**src/rtl/weight_buffer_pkg.sv**
```systemverilog
// Shared types and width helpers for the ping-pong weight buffer.
// Optional zero-lane flag output is enabled with WB_ZERO_MASK_EN.
package weight_buffer_pkg;

  typedef enum logic {
    IDLE   = 1'b0,
    STREAM = 1'b1
  } state_t;

  typedef logic bank_sel_t;

  // Index width that never collapses to zero bits for degenerate sizes.
  function automatic int idx_width(input int n);
    return (n > 1) ? $clog2(n) : 1;
  endfunction

endpackage

```
**src/rtl/weight_bank.sv**
```systemverilog
// One SIZE x SIZE weight tile: single write port, combinational column-vector read.
// The read is registered by the parent, so the pair maps onto RAM with registered output.
module weight_bank
  import weight_buffer_pkg::*;
#(
  parameter int SIZE         = 8,
  parameter int WEIGHT_WIDTH = 5,
  parameter int ADDR_WIDTH   = idx_width(SIZE * SIZE),
  parameter int COL_WIDTH    = idx_width(SIZE)
) (
  input  logic                         clk,
  input  logic                         i_wr_en,
  input  logic [ADDR_WIDTH-1:0]        i_wr_addr,
  input  logic [WEIGHT_WIDTH-1:0]      i_wr_data,
  input  logic [COL_WIDTH-1:0]         i_rd_col,
  output logic [SIZE*WEIGHT_WIDTH-1:0] o_rd_vec
);

  logic [WEIGHT_WIDTH-1:0] r_mem [SIZE*SIZE];

  always_ff @(posedge clk) begin
    if (i_wr_en) begin
      r_mem[i_wr_addr] <= i_wr_data;
    end
  end

  // Lane k of the column vector is row k of the selected column (row-major storage).
  genvar gi;
  generate
    for (gi = 0; gi < SIZE; gi++) begin : g_lane
      logic [ADDR_WIDTH-1:0] w_idx;
      assign w_idx = ADDR_WIDTH'(gi * SIZE) + ADDR_WIDTH'(i_rd_col);
      assign o_rd_vec[gi*WEIGHT_WIDTH +: WEIGHT_WIDTH] = r_mem[w_idx];
    end
  endgenerate

endmodule

```
**src/rtl/weight_buffer.sv**
```systemverilog
// Ping-pong weight store: host fills one bank while the array drains the other column by column.
// Define WB_ZERO_MASK_EN to add the per-lane Zero_Mask output for PE zero-skip gating.
module weight_buffer
  import weight_buffer_pkg::*;
#(
  parameter int SIZE          = 8,
  parameter int WEIGHT_WIDTH  = 5,
  parameter int WR_ADDR_WIDTH = idx_width(SIZE * SIZE),
  parameter int COL_WIDTH     = idx_width(SIZE)
) (
  input  logic                         clk,
  input  logic                         rst_n,
  input  logic                         Wr_en,
  input  logic [WR_ADDR_WIDTH-1:0]     Wr_Addr,
  input  logic [WEIGHT_WIDTH-1:0]      Weight_Data,
  input  logic                         Wr_Done,
  output logic                         Wr_Full,
  input  logic                         Rd_Start,
  output logic                         Rd_Avail,
  output logic [SIZE*WEIGHT_WIDTH-1:0] Weight_out,
  output logic                         Weight_Valid,
  output logic                         Rd_Last
`ifdef WB_ZERO_MASK_EN
  ,
  output logic [SIZE-1:0]              Zero_Mask
`endif
);

  state_t                       r_state, w_state_next;
  logic [COL_WIDTH-1:0]         r_col, w_col_next, w_rd_col;
  logic [1:0]                   r_full, w_full_next;
  bank_sel_t                    r_fill_sel, w_fill_sel_next;
  bank_sel_t                    r_drain_sel, w_drain_sel_next;
  logic                         w_addr_ok, w_wr_accept, w_commit, w_read, w_last;
  logic [SIZE*WEIGHT_WIDTH-1:0] w_bank_vec [2];
  logic [SIZE*WEIGHT_WIDTH-1:0] w_drain_vec;
  logic [SIZE*WEIGHT_WIDTH-1:0] r_weight_out;
  logic                         r_valid, r_last;

  generate
    if (SIZE * SIZE == (1 << WR_ADDR_WIDTH)) begin : g_addr_all
      assign w_addr_ok = 1'b1;
    end else begin : g_addr_chk
      assign w_addr_ok = (Wr_Addr < WR_ADDR_WIDTH'(SIZE * SIZE));
    end
  endgenerate

  assign w_wr_accept = Wr_en && !r_full[r_fill_sel] && w_addr_ok;
  assign w_commit    = Wr_Done && !r_full[r_fill_sel];
  assign w_rd_col    = (r_state == STREAM) ? r_col : '0;
  assign w_read      = (r_state == STREAM) || (Rd_Start && r_full[r_drain_sel]);
  assign w_last      = w_read && (w_rd_col == COL_WIDTH'(SIZE - 1));
  assign w_drain_vec = w_bank_vec[r_drain_sel];

  genvar gi;
  generate
    for (gi = 0; gi < 2; gi++) begin : g_bank
      weight_bank #(
        .SIZE        (SIZE),
        .WEIGHT_WIDTH(WEIGHT_WIDTH),
        .ADDR_WIDTH  (WR_ADDR_WIDTH),
        .COL_WIDTH   (COL_WIDTH)
      ) u_bank (
        .clk      (clk),
        .i_wr_en  (w_wr_accept && (r_fill_sel == bank_sel_t'(gi))),
        .i_wr_addr(Wr_Addr),
        .i_wr_data(Weight_Data),
        .i_rd_col (w_rd_col),
        .o_rd_vec (w_bank_vec[gi])
      );
    end
  endgenerate

  // Commit and end-of-stream touch different full bits: fill needs full=0, drain needs full=1.
  always_comb begin
    w_state_next     = r_state;
    w_col_next       = r_col;
    w_full_next      = r_full;
    w_fill_sel_next  = r_fill_sel;
    w_drain_sel_next = r_drain_sel;
    if (w_commit) begin
      w_full_next[r_fill_sel] = 1'b1;
      w_fill_sel_next         = ~r_fill_sel;
    end
    if (w_read) begin
      if (w_last) begin
        w_full_next[r_drain_sel] = 1'b0;
        w_drain_sel_next         = ~r_drain_sel;
        w_col_next               = '0;
        w_state_next             = IDLE;
      end else begin
        w_col_next   = w_rd_col + COL_WIDTH'(1);
        w_state_next = STREAM;
      end
    end
  end

  always_ff @(posedge clk or negedge rst_n) begin
    if (!rst_n) begin
      r_state     <= IDLE;
      r_col       <= '0;
      r_full      <= '0;
      r_fill_sel  <= '0;
      r_drain_sel <= '0;
    end else begin
      r_state     <= w_state_next;
      r_col       <= w_col_next;
      r_full      <= w_full_next;
      r_fill_sel  <= w_fill_sel_next;
      r_drain_sel <= w_drain_sel_next;
    end
  end

  always_ff @(posedge clk or negedge rst_n) begin
    if (!rst_n) begin
      r_weight_out <= '0;
      r_valid      <= 1'b0;
      r_last       <= 1'b0;
    end else begin
      r_valid <= w_read;
      r_last  <= w_last;
      if (w_read) begin
        r_weight_out <= w_drain_vec;
      end
    end
  end

`ifdef WB_ZERO_MASK_EN
  logic [SIZE-1:0] w_zero_vec;
  logic [SIZE-1:0] r_zero_mask;

  for (gi = 0; gi < SIZE; gi++) begin : g_zero
    assign w_zero_vec[gi] = (w_drain_vec[gi*WEIGHT_WIDTH +: WEIGHT_WIDTH] == '0);
  end

  always_ff @(posedge clk or negedge rst_n) begin
    if (!rst_n) begin
      r_zero_mask <= '0;
    end else begin
      r_zero_mask <= w_read ? w_zero_vec : '0;
    end
  end

  assign Zero_Mask = r_zero_mask;
`endif

  assign Wr_Full      = r_full[r_fill_sel];
  assign Rd_Avail     = (r_state == IDLE) && r_full[r_drain_sel];
  assign Weight_out   = r_weight_out;
  assign Weight_Valid = r_valid;
  assign Rd_Last      = r_last;

endmodule

```
**config.mk**
```make
export PLATFORM = sky130hd
export DESIGN_NAME = weight_buffer
export DESIGN_NICKNAME = d
export VERILOG_FILES = /design/src/rtl/weight_buffer_pkg.sv /design/src/rtl/weight_bank.sv /design/src/rtl/weight_buffer.sv
export SDC_FILE = /design/constraint.sdc
export NUM_CORES = 1
export LEC_CHECK = 0
export CORE_UTILIZATION = 62
export CTS_CLUSTER_SIZE = 8
export DETAILED_ROUTE_END_ITERATION = 8
export PLACE_DENSITY_LB_ADDON = 0.2
export SETUP_SLACK_MARGIN = 0.1
export SLEW_MARGIN = 10
export SYNTH_ARGS = -nofsm -noshare
export SYNTH_HDL_FRONTEND = slang
export SYNTH_SLANG_ARGS = --single-unit
```
**constraint.sdc**
```tcl
create_clock -name clk -period 2.35 [get_ports clk]
set_input_delay 0.705 -clock clk [delete_from_list [all_inputs] [get_ports clk]]
set_output_delay 0.705 -clock clk [all_outputs]
set_load 0.05 [all_outputs]
```
==> impl_metrics.toml, run 1 <==
[drt]
wl_met1_um = 27900
wl_met3_um = 6390
drc = 0
num_vias = 17551
route.detailed.wl_per_inst_um = 26.2
wl_um = 71800
dr.first_iter.drc_count = 1888
wl_met2_um = 35100
top_layer_used = "met4"
ant_nets = 0
via_per_inst = 6.39
first_pass_iters = 5

[floorplanning]
die_area_um2 = 46600
die-height_um = 216
num_io_pins = 60
die_w_um = 216
row_count = 78
core_region_area_um2 = 45300
start_util = 0.627

[clock_tree]
cts_tree = "built"
numCtsBuffers = 96
clock_latency_ps = 630
cts_root_buf = "clkbuf_16"
clock-sinks = 690
clk_pin_slew_worst_paths_ps = 50
h-tree-depth = 3
clk_path_buf_depth = 3

[min_path]
hp-class = "primary input to async pin"

[placed_design]
port_buffers = 59
place_inst = 2569
place_congestion = 0.844
place_area_um2 = 31100
dp_hpwl_um = 42600

[logic_synthesis]
synth-simple-area-share = 0.0784
synth_nets = 1907
synth_area_leader_cell = "edfxtp_1"
synth_compound_area_frac = 0.0923
synth-main-ff-cell = "edfxtp_1"
synth.distinct_cells = 35
synth_top_family_by_area = "compound AO/OA/AOI/OAI gates"
synth_top_area_share = 0.677
synth_cells = 1889
syn_area_um2 = 28400
avgSynthCellArea_um2 = 15.0
synth-warning-count = 0
synth-edff-count = 640
synth_area_leaders = "edfxtp_1 (68%), dfrtp_1 (4.4%), mux2i_1 (4.3%)"
synth_fa_ha_area_frac = 0.000882
ys_seq_area_frac = 0.721
ys_top_cells_by_count = "edfxtp_1 (640), nor2_1 (254), mux2i_1 (122)"
async_flop_share = 0.0725
synth_xor_area_frac = 0.000309
synth_seq_cells = 690
yosysMostFrequentCell = "edfxtp_1"
synth.area.mux_share = 0.0752

[pwr]
power.leakage_nw = 11.7
ir_drop_v = 0.00121
power_density_nw_per_um2 = 1170

[timing]
drv_slew = 0
fin_worst_skew_ps = 24.8
grt_setup_unrepaired = "true"
worst_hold_slack_ps = 64.4
max_freq_mhz = 445
period_needed_ps = 2250
max-slew-margin-rel = 0.558
finalCritPeriodShare = 0.957
hold_viol = 0
tns_ps = 0
setup_viol = 0
tightestPinTransition_ps = 663

[final_layout]
area_growth_syn_to_layout_pct = 20.2
post-route-cell-area_um2 = 34100
stdcell_count = 2745
nNetsFinal = 2095
layout-drive-gt1-share = 0.201
fillers = 2685

[critical_path]
cp-start-kind = "flop"
worstPathRequired_ps = 1640
crit_start = "r_drain_sel"
r2r_cells = 4
worstSetupEndpointType = "output port"
critPathKind = "flop to output port"
r2r-end = "Weight_out[16]"
endpoint = "Rd_Avail"
crit_fanout = 2
r2r_slack_ps = 140
r2r_start = "r_col[1]"
arrival_ps = 1540

[grt]
grt_pass1_wl_um = 108000
grt_remaining_overflow = 0
grt_max_degree = 84
grt_pass1_vias = 17542
grt_usage = 0.316
antenna_found_initial = 4

[job]
cap_violations = 0

[outcome]
status = "completed"
[critical path, cell delays in order (launching register included)]
cell	delay, ps
dfrtp_2	440
mux2i_4	210
nor2_4	130
buf_8	150
[cells in the final DEF (no fill, tap or decap), types with 10 or more instances in the layout]
cell type / netlist / final
a211oi_1: 40 / 39
a21boi_0: 40 / 40
a21oi_1: 41 / 41
a31oi_1: 81 / 81
and2_0: 30 / 30
and2_1: 12 / 12
buf_12: 0 / 41
buf_4: 13 / 150
clkbuf_1: 94 / 58
clkbuf_16: 0 / 101
clkdlybuf4s15_2: 0 / 23
dfrtp_1: 50 / 43
edfxtp_1: 640 / 640
inv_1: 48 / 48
mux2i_1: 122 / 121
mux4_2: 40 / 40
nand2b_1: 47 / 47
nand3_1: 45 / 45
nand3b_1: 46 / 46
nor2_1: 254 / 205
nor2_2: 0 / 21
nor2_4: 0 / 28
o21ai_0: 44 / 44
o221ai_1: 80 / 78
o2bb2ai_1: 40 / 40
or3_1: 10 / 10
[sequential cells by signal (all words and copies together) (netlist names)]
name	cells
r_drain_sel	1
r_state	1
r_col	3
r_fill_sel	1
Weight_Valid	1
Weight_out	40
r_full	2
Rd_Last	1
g_bank.u_bank.r_mem	640
[worst min-delay path by stage]
stage | startpoint | to | slack [ps] | cells past startpoint
after floorplan | rst_n | Rd_Last | 410 | 0
after global placement | Weight_out[4] | Weight_out[4] | 530 | 2
after detailed placement | r_full[0] | r_fill_sel | 540 | 1
after CTS | rst_n | Weight_out[9] | 40 | 1
after global routing | rst_n | Weight_out[10] | 80 | 1
final | rst_n | Weight_out[2] | 60 | 1
[logic make-up (layout without fill, tap and decap cells)]
logic type | Yosys count | count (layout)
AOI/OAI and AO/OA | 370 | 370
and+or+nand+nor | 458 | 458
buffers and inverters | 205 | 457
adders and majority gates | 2 | 2
DFF | 690 | 690
other | 0 | 4
muxes | 163 | 163
xor gates and xnor gates | 1 | 1
[per-stage QoR]
| step | setup slack [ps] | util | total power [W] |
|---|---|---|---|
| 6_report | 101 | 0.753 | 0.0398 |
| 4_1_cts | 92.7 | 0.753 | 0.0397 |
| 3_5_place_dp | -429 | 0.687 | 0.0270 |
| 3_3_place_gp | -392 | 0.687 | 0.0267 |
| 2_1_floorplan | 13.0 | - | 0.0227 |
| 5_1_grt | 71.7 | 0.753 | 0.0411 |
[repair_timing]
action	CTS	global route
gates resized for setup	104	12
buffers inserted	6	1
hold buffers	0	0
gates cloned	3	0
setup endpoints to repair	43	13
pin swaps	0	1
[report_power, final]
group / internal [W] / total, W / switching, W
combinational: 0.00473 / 0.0126 / 0.00782
clock: 0.00783 / 0.0127 / 0.00482
sequential: 0.0139 / 0.0146 / 0.000643
[metal layers]
metal  global-route usage  vias to the layer above
met5                    0                        -
met4                0.144                        0
met3               0.0540                      144
met2                0.503                      976
met1                0.433                     8747
li1                     -                     7684
[area by class of cell]
class	count	area, um2	share of cell area
diodes	4	10.0	0.000293
clock buffers	159	2750	0.0805
clock inverters	3	26.3	0.000770
inverters	48	180	0.00528
multi-input cells	994	7320	0.215
flip-flops and latches	690	20500	0.601
well taps	600	751	0.0220
repair buffers	247	2590	0.0760
(Power assumes the default switching activity.)
==> inputs of run 2 (changes only) <==
CORE_ASPECT_RATIO = 1.75   (was unset)
CORE_UTILIZATION = 67   (was 62)
clock period = 2.6 ns   (was 2.35 ns; I/O delays follow)
==> impl_metrics.toml, run 2 (same netlist as run 1, synthesis figures left out) <==
[outcome]
status = "completed"

[final_layout]
top_register = "g_bank.u_bank.r_mem"
mostFrequentLayoutCells = "edfxtp_1 (640), nor2_1 (253), buf_4 (209)"
largest_register_ffs = 640
final_common_cell = "edfxtp_1"
area_growth_syn_to_layout_pct = 19.5
post-route-cell-area_um2 = 33900
antenna_cells = 0
layout-drive-gt1-share = 0.180
nNetsFinal = 2143
stdcell_count = 2762

[critical_path]
critPathKind = "flop to output port"
worstSetupEndpointType = "output port"
critical_path.cell_chain = "dlygate4sd2_1"
critPathBufInv = 1
critPathMaxStageDelay_ps = 580
worstPathRequired_ps = 1820
crit_family = "buffers and inverters"
arrival_ps = 1690
slowest_stage = "dlygate4sd2_1"
crit_fanout = 2
cp-start-kind = "flop"

[clock_tree]
h-tree-depth = 3
clock-sinks = 690
numCtsBuffers = 96
clk_path_buf_depth = 3
clock_latency_ps = 630
cts_tree = "built"
cts_root_buf = "clkbuf_16"
clk_pin_slew_worst_paths_ps = 50

[grt]
antenna_found_initial = 0
grt_pass1_vias = 18710
grt_remaining_overflow = 0
grt_max_degree = 86
grt_usage = 0.358
grt_pass1_wl_um = 110000

[drt]
num_vias = 18015
first_pass_iters = 6
wl_um = 73300
via_per_inst = 6.52
drc = 0
route.detailed.wl_per_inst_um = 26.5
dr.first_iter.drc_count = 1784
ant_nets = 0

[timing]
tightestPinTransition_ps = 742
period_needed_ps = 2470
finalCritPeriodShare = 0.949
fin_worst_skew_ps = 16.1
max_freq_mhz = 405
max-slew-margin-rel = 0.505
grt_setup_unrepaired = "false"
hold_viol = 0
setup_viol = 0
drv_slew = 0

[min_path]
hp-class = "primary input to async pin"

[floorplanning]
core_region_area_um2 = 41700
start_util = 0.680
num_io_pins = 60
die-height_um = 274
die_w_um = 158
row_count = 99
die_area_um2 = 43200

[pwr]
power_density_nw_per_um2 = 1050
power.leakage_nw = 11.8
ir_drop_v = 0.000979
power_w = 0.0357

[placed_design]
place_inst = 2581
place_area_um2 = 31100
port_buffers = 59
place_congestion = 0.873
dp_hpwl_um = 44400

[job]
cap_violations = 0
[run 2: cell count changes in the layout (fill, tap and decap cells not counted), moves of 8 or more]
cell,delta
buf_12,-8
buf_4,+59
clkbuf_1,+18
clkdlybuf4s15_1,-8
clkdlybuf4s15_2,-23
dlygate4sd2_1,+36
nor2_1,+48
nor2_2,-20
nor2_4,-28
[run 2: repair_timing]
item / CTS / global route
hold buffers: 0 / 0
resized for setup: 45 / 2
setup buffers: 1 / 0
setup endpoints to repair: 44 / 1
pin swaps: 0 / 0
[run 2: area by class of cell]
class / instances / area [um2]
Clock buffer: 173 / 2710
Clock inverter: 7 / 87.6
Fill cell: 2101 / 7840
Inverter: 48 / 180
Multi-Input combinational cell: 994 / 7040
Sequential cell: 690 / 20500
Tap cell: 555 / 694
Timing Repair Buffer: 295 / 2700
[run 2: where the power goes]
part / total, W / switching, W / internal (W)
clock: 0.0116 / 0.00457 / 0.00699
sequential: 0.0131 / 0.000488 / 0.0126
combinational: 0.0111 / 0.00706 / 0.00400
[run 2: path summary, 6_finish.rpt]
check                          startpoint  slack, ps  cells past startpoint                       endpoint
setup / recovery           Weight_out[36]        130                      1                 Weight_out[36]
hold / removal                      rst_n        220                      1                 Weight_out[20]
setup reg to reg                  r_state        220                      7                  Weight_out[3]
hold reg to reg             Weight_out[3]        550                      2                  Weight_out[3]
max in group asynchronous           rst_n       1740                      2                 Weight_out[30]
min in group clk           Weight_Data[0]        510                      1  g_bank[1].u_bank.r_mem[22][0]
[run 2: metrics by stage]
step / hold slack, ps / worst slack [ps] / utilization / setup TNS (ps)
4_1_cts: 203 / 134 / 0.812 / 0
2_1_floorplan: 484 / 141 / - / 0
6_report: 223 / 134 / 0.812 / 0
3_5_place_dp: 540 / -252 / 0.746 / -45040
3_3_place_gp: 536 / -217 / 0.746 / -26150
5_1_grt: 242 / 139 / 0.812 / 0
[run 2: per-layer routing]
layer	wire [um]	GRT usage
met5	0	0
met4	4930	0.229
met3	6400	0.0654
met2	37900	0.606
met1	24100	0.418
==> inputs of run 3 (changes only) <==
ABC_AREA = 1   (was unset)
ABC_CLOCK_PERIOD_IN_PS = 2600   (was unset)
CORE_UTILIZATION = 38   (was 67)
==> impl_metrics.toml, run 3 <==
[clock_tree]
numCtsBuffers = 96
clock-sinks = 690
h-tree-depth = 3
clk_path_buf_depth = 3
cts_tree = "built"
postCtsHoldBufs = 0
clock_latency_ps = 650
clk_pin_slew_worst_paths_ps = 50
cts_root_buf = "clkbuf_16"

[critical_path]
slowest_stage = "dfrtp_1"
critPathKind = "flop to output port"
r2r_start = "r_state"
crit_top_cell = "inv_1"
crit_fanout = 4
r2r-end = "Weight_out[2]"
critPathMaxStageDelay_ps = 380
worstPathRequired_ps = 1820
r2r_cells = 10
endpoint = "Rd_Avail"
critical_path.cell_chain = "inv_1, nand2_1, o21a_1, inv_1, nor2_4, buf_12"
arrival_ps = 1630
crit_start = "r_full[1]"
worstSetupEndpointType = "output port"
cp-start-kind = "flop"
r2r_slack_ps = 380

[floorplanning]
core_region_area_um2 = 79500
row_count = 137
start_util = 0.383
die-height_um = 377
die_w_um = 216
num_io_pins = 60
die_area_um2 = 81400

[timing]
tightestPinTransition_ps = 741
worst_hold_slack_ps = 171
setup_viol = 0
fin_worst_skew_ps = 14.7
period_needed_ps = 2410
max-slew-margin-rel = 0.506
hold_viol = 0
drv_slew = 0
max_freq_mhz = 416
grt_setup_unrepaired = "false"
finalCritPeriodShare = 0.926

[logic_synthesis]
yosysMostFrequentCell = "nand2_1"
synth_nets = 3131
synth_top_area_share = 0.631
synth_area_leaders = "edfxtp_1 (63%), nand3_1 (9.2%), nand2_1 (8.8%)"
synth_compound_area_frac = 0.00189
async_flop_share = 0.0725
synth_seq_cells = 690
avgSynthCellArea_um2 = 9.79
synth_xor_area_frac = 0.000287
ys_top_cells_by_count = "nand2_1 (715), edfxtp_1 (640), nand3_1 (562)"
synth-simple-area-share = 0.239
synth_cells = 3113
synth_top_family_by_area = "simple AND/OR/NAND/NOR gates"
ys_seq_area_frac = 0.672
synth-warning-count = 0
synth.area.mux_share = 0
synth-edff-count = 640
synth_fa_ha_area_frac = 0.000821
synth-main-ff-cell = "edfxtp_1"
synth_area_leader_cell = "edfxtp_1"
synth.distinct_cells = 20
syn_area_um2 = 30500

[job]
cap_violations = 0

[drt]
route.detailed.wl_per_inst_um = 18.6
first_pass_iters = 5
ant_nets = 0
wl_um = 82100
num_vias = 21639
drc = 0
dr.first_iter.drc_count = 1372
via_per_inst = 4.90

[final_layout]
mostFrequentLayoutCells = "nand2_1 (713), edfxtp_1 (640), nand3_1 (561)"
final_common_cell = "nand2_1"
layout-drive-gt1-share = 0.0995
final_util = 0.457
post-route-cell-area_um2 = 36300
area_growth_syn_to_layout_pct = 19.2
nNetsFinal = 3331
antenna_cells = 0
largest_register_ffs = 640
top_register = "g_bank.u_bank.r_mem"

[min_path]
hp-class = "primary input to async pin"

[grt]
grt_remaining_overflow = 0
grt_usage = 0.205
grt_max_degree = 156
grt_pass1_vias = 22230
antenna_found_initial = 1
grt_pass1_wl_um = 125000

[pwr]
ir_drop_v = 0.00133
power_density_nw_per_um2 = 1100
power.leakage_nw = 15.3

[placed_design]
dp_hpwl_um = 51400
place_area_um2 = 33600
port_buffers = 59
place_congestion = 0.837

[outcome]
status = "completed"
## run 3: what timing repair did
action,4_1_cts,5_1_grt
buffers inserted,1,0
setup endpoints to repair,44,1
pin swaps,0,0
resized for setup,49,1
cloned,0,0
## run 3: logic make-up after synthesis
| logic type | Yosys count |
|---|---|
| xor+xnor | 1 |
| flops | 690 |
| simple gates | 1746 |
| compound gates | 8 |
| fa+ha+maj | 2 |
| buf+inv | 666 |
## run 3: worst min-delay path by stage
| stage | to | slack (ps) | cells past startpoint |
|---|---|---|---|
| 6_report | Weight_out[1] | 170 | 1 |
| 5_1_grt | Weight_out[6] | 210 | 1 |
| 4_1_cts | Weight_out[6] | 180 | 1 |
| 3_5_place_dp | Weight_out[10] | 470 | 2 |
| 3_3_place_gp | Weight_out[6] | 460 | 2 |
| 2_1_floorplan | r_col[1] | 450 | 2 |
## run 3: critical path: cells and delay by family, from the launching register on
family | cells | cell delay (ps)
buf+inv | 3 | 370
flops | 1 | 380
simple gates | 2 | 110
compound gates | 1 | 120
## run 3: cell type report
| cell class | count | area [um2] |
|---|---|---|
| fill | 7525 | 43200 |
| sequential | 690 | 20500 |
| multi-input combinational | 1757 | 7420 |
| clock buffer | 158 | 2700 |
| timing repair buffer | 270 | 2500 |
| inverter | 498 | 1870 |
| tap | 1042 | 1300 |
| clock inverter | 4 | 35.0 |
## run 3: layer usage
metal  wire [um]  vias up  global-route usage
met5          13        -                   0
met4        4240        2               0.117
met3        4150      214              0.0317
met2       42500      576               0.367
met1       31200    10421               0.229
li1            -    10426                   -
## run 3: report_power, final
part	internal, W	switching [W]
Combinational	0.00446	0.0112
Sequential	0.0126	0.000298
Clock	0.00697	0.00444
## run 3: through the flow
step / cells / setup WS, ps / setup TNS [ps] / total power, W
floorplan: 3113 / 283 / 0 / 0.0237
global placement: 4256 / -261 / -17000 / 0.0290
detailed placement: 4256 / -231 / -19030 / 0.0291
CTS: 4419 / 140 / 0 / 0.0404
global route: 4419 / 102 / 0 / 0.0423
finish: 4419 / 193 / 0 / 0.0400
